[config.mk]
export PLATFORM = sky130hd
export DESIGN_NAME = mem_word_ctrl
export DESIGN_NICKNAME = d
export VERILOG_FILES = /design/src/rtl/mem_word_ctrl.sv
export SDC_FILE = /design/constraint.sdc
export NUM_CORES = 1
export LEC_CHECK = 0
export CAP_MARGIN = 20
export CORE_ASPECT_RATIO = 0.6
export CORE_MARGIN = 2
export CORE_UTILIZATION = 45
export DETAILED_ROUTE_END_ITERATION = 8
export GPL_ROUTABILITY_DRIVEN = 0
export PLACE_DENSITY = 0.85
export SYNTH_ARGS = -nofsm -noshare
export SYNTH_HDL_FRONTEND = slang
export SYNTH_SLANG_ARGS = --single-unit
[constraint.sdc]
create_clock -name clk -period 1.85 [get_ports clk]
set_input_delay 0.2775 -clock clk [delete_from_list [all_inputs] [get_ports clk]]
set_output_delay 0.2775 -clock clk [all_outputs]
set_load 0.02 [all_outputs]
[src/rtl/mem_word_ctrl.sv]
// mem_word_ctrl: word-level request sequencer for the 4-word bit-slice array.
// Drives shared word_sel/rw_mode/data lines and returns captured slice outputs.
module mem_word_ctrl #(
    parameter int DATA_W = 4,
    parameter int SETTLE = 2
) (
    input  logic              clk,
    input  logic              rst,
    input  logic              req_valid,
    output logic              req_ready,
    input  logic              req_write,
    input  logic [1:0]        req_addr,
    input  logic [DATA_W-1:0] req_wdata,
    output logic              rsp_valid,
    input  logic              rsp_ready,
    output logic [DATA_W-1:0] rsp_rdata,
    output logic [3:0]        word_sel,
    output logic              rw_mode,
    output logic [DATA_W-1:0] data,
    input  logic [DATA_W-1:0] slice_out
);

    typedef enum logic [1:0] {
        IDLE,
        DRIVE,
        RELEASE,
        RESP
    } state_t;

    localparam logic [3:0] CNT_LOAD = 4'(SETTLE - 1);

    state_t            state, state_n;
    logic [3:0]        cnt, cnt_n;
    logic              wr_q, wr_n;
    logic [1:0]        addr_q, addr_n;
    logic [DATA_W-1:0] wdata_q, wdata_n;

    logic              req_ready_n;
    logic              rsp_valid_n;
    logic [DATA_W-1:0] rsp_rdata_n;
    logic [3:0]        word_sel_n;
    logic              rw_mode_n;
    logic [DATA_W-1:0] data_n;

    // Next state, latched request and read capture; outputs are derived
    // from the next state so every output is a plain register.
    always_comb begin
        state_n     = state;
        cnt_n       = cnt;
        wr_n        = wr_q;
        addr_n      = addr_q;
        wdata_n     = wdata_q;
        rsp_rdata_n = rsp_rdata;

        unique case (state)
            IDLE: begin
                if (req_valid && req_ready) begin
                    wr_n    = req_write;
                    addr_n  = req_addr;
                    wdata_n = req_wdata;
                    cnt_n   = CNT_LOAD;
                    state_n = DRIVE;
                end
            end
            DRIVE: begin
                if (cnt == 4'd0) begin
                    state_n = RELEASE;
                    if (!wr_q) begin
                        rsp_rdata_n = slice_out;
                    end
                end else begin
                    cnt_n = cnt - 4'd1;
                end
            end
            RELEASE: begin
                state_n = RESP;
            end
            RESP: begin
                if (rsp_ready) begin
                    state_n = IDLE;
                end
            end
            default: begin
                state_n = IDLE;
            end
        endcase

        req_ready_n = 1'b0;
        rsp_valid_n = 1'b0;
        word_sel_n  = 4'b0000;
        rw_mode_n   = 1'b0;
        data_n      = '0;

        unique case (state_n)
            IDLE: begin
                req_ready_n = 1'b1;
            end
            DRIVE: begin
                word_sel_n = 4'b0001 << addr_n;
                rw_mode_n  = wr_n;
                data_n     = wr_n ? wdata_n : '0;
            end
            RELEASE: begin
                // Select drops first; mode and data stay put so the
                // latch cells close on stable inputs.
                rw_mode_n = rw_mode;
                data_n    = data;
            end
            RESP: begin
                rsp_valid_n = 1'b1;
            end
            default: begin
                req_ready_n = 1'b0;
            end
        endcase
    end

    // State, request latch and registered outputs.
    always_ff @(posedge clk) begin
        if (rst) begin
            state     <= IDLE;
            cnt       <= 4'd0;
            wr_q      <= 1'b0;
            addr_q    <= 2'd0;
            wdata_q   <= '0;
            req_ready <= 1'b1;
            rsp_valid <= 1'b0;
            rsp_rdata <= '0;
            word_sel  <= 4'b0000;
            rw_mode   <= 1'b0;
            data      <= '0;
        end else begin
            state     <= state_n;
            cnt       <= cnt_n;
            wr_q      <= wr_n;
            addr_q    <= addr_n;
            wdata_q   <= wdata_n;
            req_ready <= req_ready_n;
            rsp_valid <= rsp_valid_n;
            rsp_rdata <= rsp_rdata_n;
            word_sel  <= word_sel_n;
            rw_mode   <= rw_mode_n;
            data      <= data_n;
        end
    end

    // Select is at most one-hot and only live while driving.
    a_word_sel: assert property (@(posedge clk) disable iff (rst)
        $onehot0(word_sel) && (word_sel == 4'b0000 || state == DRIVE));

endmodule
==> out/metrics.yaml, run 1 <==
detailed_routing:
  drtIter0Drc: 54
  drc_errors: 0
  ant_nets: 0
  wl_mm: 2.14
  firstDrtPassIters: 4
  routed-via-count: 882
  wire_per_inst_um: 12.7
  viasPerCell: 5.22
placed_design:
  dpl_cell_area_um2: 1400
  port_buffers: 29
  hpwl_mm: 1.58
global_route:
  grt_antenna_before_repair: 0
  grt_first_pass_wirelength_mm: 3.23
  grtUsageTotal: 0.150
  grt-ovfl-total: 0
  grt_start_max_net_pins: 18
  grt_pass1_vias: 748
finish:
  layout-drive-gt1-share: 0.0863
  final_common_cell: "clkdlybuf4s50_1"
  layout_common_cells: "clkdlybuf4s50_1, dfxtp_1, nor2_1, mux2i_1, nand2_1"
  stdcell_area_um2: 1470
  syn_to_final_growth_pct: 36.0
  diodes: 0
  filler_cell_count: 182
  ff_latch_area_um2: 561
  multi_input_area_um2: 495
  fin_nets: 157
synthesis:
  synthesis.nets: 125
  synth_seq_cells: 28
  ys_async_sr_fraction: 0
  yosys_most_used_dff: "dfxtp_1"
  seq_area_frac_synth: 0.519
  yosys_warnings: 0
  syn_inst: 108
  synth_enable_flop_cells: 0
  yosys.cell_types.count: 30
  synth_area_um2: 1080
  avgSynthCellArea_um2: 10.0
run_status:
  status: "finished, final reports clean"
floorplan:
  dieWidth_um: 67.2
  core_area_um2: 2210
  die_h_um: 41.9
  die-area_um2: 2820
  rows: 13
  start_util: 0.488
  ios: 30
sta:
  hold_viol_final: 0
  max_slew_margin: 0.675
  fin_tns_setup_ns: 0
  fmax_ghz: 0.565
  holdWs_ns: 0.462
  fin_crit_ns: 1.77
  worst_pin_slew_ns: 0.487
  clock-skew-final_ns: 0.00223
  setup_viol: 0
  finalCritPeriodShare: 0.957
  slew_viol_final: 0
  grt_setup_unrepaired: "false"
critical_path:
  crit_path_top_delay_cell: "or3b_4"
  crit_fanout: 8
  slowest_delay_ns: 0.44
  crit_chain: "inv_1, ha_1, or3b_4, nor3_4, mux2i_1, nor2_1"
  startpoint_type: "register"
  endpoint_kind: "register"
  critPathArrivalTime_ns: 1.94
  crit_type: "reg -> reg"
  worst_ep_required_time_ns: 2.02
hold_path:
  min_path_type: "reg -> reg"
clocking:
  cts_tree: "built"
  path_clk_slew_ns: 0.09
  clock_path_buffers: 2
  cts_htree_levels: 1
  clk_latency_ns: 0.27
  cts_setup_buffers: 0
  cts_buffers: 3
  cts.sinks: 28
  cts_hold_buf: 0
  cts_root_buffer: "clkbuf_8"
power:
  peakVddDrop_mv: 0.798
  p_per_area_nw_per_um2: 1270
  p_leak_uw: 0.000540
run:
  drv_cap: 0
per-stage QoR:
stage / setup WS [ns] / utilization / instances / total power [µW]
final: 0.0805 / 0.664 / 169 / 1870
after global routing: 0.0134 / 0.664 / 169 / 1970
after CTS: 0.0194 / 0.658 / 169 / 1840
after detailed placement: 0.0143 / 0.633 / 165 / 1470
after global placement: 0.0620 / 0.633 / 165 / 1450
after floorplan: 0.225 / - / 108 / 1300
cells by family (layout without fill, tap and decap cells):
| logic type | Yosys count | count (layout) | share of synthesized area |
|---|---|---|---|
| buffers and inverters | 7 | 38 | 0.0348 |
| DFF | 28 | 28 | 0.519 |
| muxes | 9 | 9 | 0.0834 |
| adders and majority gates | 2 | 2 | 0.0232 |
| xor gates and xnor gates | 2 | 2 | 0.0162 |
| and+or+nand+nor | 44 | 44 | 0.206 |
| AOI/OAI and AO/OA | 16 | 16 | 0.117 |
synth_stat cells (2+ instances only):
cell type  number  area share
nor2_1         18       0.063
a2bb2oi_1       4       0.032
a21oi_1         4       0.019
nor3_1          5       0.023
nand3_1         3       0.014
inv_1           2      0.0070
a211oi_1        2       0.014
clkbuf_1        3       0.010
ha_1            2       0.023
xor2_1          2       0.016
nand2_1         8       0.028
dfxtp_1        28        0.52
and2_1          2       0.012
mux2i_1         9       0.083
where the power goes:
group	switching, µW	total, µW	internal [µW]	leakage, µW
Combinational	379	714	335	0.000283
Clock	180	370	190	0.0000288
Sequential	78.1	787	709	0.000228
Total	637	1870	1230	0.000540
area by class of cell:
| type | instances | area share |
|---|---|---|
| inverter | 2 | 0.00511 |
| clock buffer | 4 | 0.0375 |
| tap | 30 | 0.0256 |
| timing repair buffer | 32 | 0.213 |
| sequential | 28 | 0.382 |
| multi-input combinational | 73 | 0.337 |
worst paths after layout:
check / startpoint / to / slack, ns / cells after the start
setup / recovery: cnt[0]$_SDFFE_PP0P_ / rsp_rdata[1]$_SDFFE_PP0P_ / 0.08 / 6
hold / removal: rw_mode$_SDFFE_PP0P_ / rw_mode$_SDFFE_PP0P_ / 0.46 / 2
setup reg to reg: cnt[0]$_SDFFE_PP0P_ / rsp_rdata[1]$_SDFFE_PP0P_ / 0.08 / 6
hold reg to reg: rw_mode$_SDFFE_PP0P_ / rw_mode$_SDFFE_PP0P_ / 0.46 / 2
per-layer routing:
metal,up-vias,part of all wire,global-route usage,wire length (µm)
met5,-,0,0,0
li1,434,-,-,-
met2,40,0.42,0.220,900
met3,4,0.084,0.0596,180
met1,404,0.47,0.197,1020
met4,0,0.020,0.0571,43
flip-flops by register name, indices dropped and copies added (netlist names), 2 cells and up:
| signal | count |
|---|---|
| data | 4 |
| rsp_rdata | 4 |
| wdata_q | 4 |
| state | 2 |
| addr_q | 2 |
| word_sel | 4 |
| cnt | 4 |
timing repair:
item / 4_1_cts / 5_1_grt
pin swaps: 2 / 1
resized for setup: 0 / 2
endpoints found under the setup margin: 3 / 10
worst max-delay path: cells and delay by family, from the launching register on:
kind | cells | cell delay [ns]
adder cells (fa/ha/maj) | 1 | 0.15
buffers and inverters | 1 | 0.12
flip-flops | 1 | 0.35
multiplexers | 1 | 0.23
AND/OR/NAND/NOR | 3 | 0.81
Power figures use the tool's default switching activity.
==> run 2: changes to the inputs <==
--- a/config.mk
+++ b/config.mk
@@ -12,6 +12,7 @@
 export DETAILED_ROUTE_END_ITERATION = 8
 export GPL_ROUTABILITY_DRIVEN = 0
 export PLACE_DENSITY = 0.85
+export SETUP_SLACK_MARGIN = 0.3
 export SYNTH_ARGS = -nofsm -noshare
 export SYNTH_HDL_FRONTEND = slang
 export SYNTH_SLANG_ARGS = --single-unit
==> out/metrics.yaml, run 2 (synthesis gave the netlist of run 1 again) <==
run_status:
  status: "finished, final reports clean"
critical_path:
  crit_fanout: 5  # -3
  startpoint_type: "register"
  worst_ep_required_time_ns: 2.03  # about the same
  critPathArrivalTime_ns: 1.83  # -0.11 ns
  crit_type: "reg -> reg"
  endpoint_kind: "register"
detailed_routing:
  ant_nets: 0  # unchanged
  firstDrtPassIters: 4  # unchanged
  viasPerCell: 5.17  # -0.95%
  wl_mm: 2.52  # +17%
  wire_per_inst_um: 14.2  # +12%
  drtIter0Drc: 21  # -61%
  routed-via-count: 915  # +3.7%
  drc_errors: 0  # unchanged
power:
  p_per_area_nw_per_um2: 1330  # +4.5%
  peakVddDrop_mv: 0.872  # +9.3%
  p_leak_uw: 0.000687  # +27%
run:
  drv_cap: 0  # unchanged
clocking:
  cts_buffers: 3  # unchanged
  cts_tree: "built"
  cts_htree_levels: 1  # unchanged
  clk_latency_ns: 0.27  # about the same
  cts.sinks: 28  # unchanged
  cts_root_buffer: "clkbuf_8"
  clock_path_buffers: 2  # unchanged
  path_clk_slew_ns: 0.10  # about the same
finish:
  layout_common_cells: "dfxtp_1, clkdlybuf4s50_1, nor2_1, buf_4, mux2i_1"
  diodes: 0  # unchanged
  stdcell_area_um2: 1620  # +10%
  syn_to_final_growth_pct: 49.7
  final_common_cell: "dfxtp_1"
  layout-drive-gt1-share: 0.204  # +0.118
  fin_nets: 165  # +5.1%
  fin_util: 0.731  # +0.0667
floorplan:
  core_area_um2: 2210  # unchanged
  start_util: 0.488  # unchanged
  die-area_um2: 2820  # unchanged
  rows: 13  # unchanged
  ios: 30  # unchanged
  die_h_um: 41.9  # unchanged
  dieWidth_um: 67.2  # unchanged
global_route:
  grtUsageTotal: 0.188  # +0.0382
  grt_first_pass_wirelength_mm: 3.95  # +22%
  grt_pass1_vias: 874  # +17%
  grt_start_max_net_pins: 17  # -1
  grt-ovfl-total: 0  # unchanged
  grt_antenna_before_repair: 0  # unchanged
sta:
  worst_pin_slew_ns: 0.514  # +0.0269 ns
  fin_crit_ns: 1.66  # -0.114 ns
  finalCritPeriodShare: 0.895  # -0.0618
  hold_viol_final: 0  # unchanged
  setup_viol: 0  # unchanged
  max_slew_margin: 0.657  # -0.0179
  fmax_ghz: 0.604  # +6.9%
  grt_setup_unrepaired: "true"
  slew_viol_final: 0  # unchanged
  clock-skew-final_ns: 0.00826  # +0.00603 ns
placed_design:
  port_buffers: 29  # unchanged
  dpl_cell_area_um2: 1420  # +1.4%
  hpwl_mm: 1.69  # +7.2%
hold_path:
  min_path_type: "reg -> reg"
==> run 2: changes by cell type in the layout (fill, tap and decap cells not counted), moves of 2 or more <==
cell             before  now
buf_4                 3   10
clkdlybuf4s50_1      29   23
dlymetal6s2s_1        0    6
a2bb2oi_1             4    0
a2bb2oi_2             0    4
dfxtp_1              28   26
dfxtp_2               0    2
inv_1                 2    0
inv_2                 0    2
==> run 2: final cells by class <==
type | instances | area, µm²
multi-input cells | 73 | 546
clock inverters | 1 | 30.0
fillers | 169 | 596
clock buffers | 3 | 41.3
inverters | 2 | 7.51
well taps | 30 | 37.5
repair buffers | 40 | 392
flip-flops and latches | 28 | 563
==> run 2: what timing repair did <==
item | CTS | global route
hold buffers | 0 | 0
cloned | 0 | 0
buffers inserted | 3 | 4
endpoints found under the setup margin | 18 | 22
gates resized for setup | 6 | 13
pin swaps | 1 | 5
==> run 2: per-layer routing <==
layer	up-vias	part of all wire	global-route usage
met4	0	0.0099	0.0531
met2	32	0.50	0.311
met5	-	0	0
li1	453	-	-
met1	426	0.43	0.223
met3	4	0.066	0.0786
==> run 2: critical path, cell delays in order (launching register included) <==
cell,delay [ns]
dfxtp_2,0.34
inv_2,0.07
ha_4,0.12
or3b_4,0.44
nor3_4,0.20
buf_6,0.15
mux2i_1,0.18
nor2_1,0.06
==> run 2: worst paths after layout <==
check	start	endpoint	slack, ns	depth (start not counted)
setup / recovery	cnt[0]$_SDFFE_PP0P_	rsp_rdata[1]$_SDFFE_PP0P_	0.19	7
hold / removal	rw_mode$_SDFFE_PP0P_	rw_mode$_SDFFE_PP0P_	0.49	2
setup reg to reg	cnt[0]$_SDFFE_PP0P_	rsp_rdata[1]$_SDFFE_PP0P_	0.19	7
hold reg to reg	rw_mode$_SDFFE_PP0P_	rw_mode$_SDFFE_PP0P_	0.49	2
==> run 2: report_power, final <==
part           internal, µW  switching [µW]
registers               711            84.0
logic                   433             445
clock network           290             188
==> run 2: through the flow <==
stage / instances / total power [µW] / hold slack (ns) / setup TNS (ns) / setup WS [ns]
floorplan: 108 / 1320 / 0.414 / 0 / 0.289
global placement: 166 / 1480 / 0.451 / 0 / 0.0472
detailed placement: 166 / 1500 / 0.455 / -0.0141 / -0.0141
CTS: 173 / 2060 / 0.474 / 0 / 0.200
global route: 177 / 2290 / 0.508 / 0 / 0.0704
finish: 177 / 2150 / 0.490 / 0 / 0.195
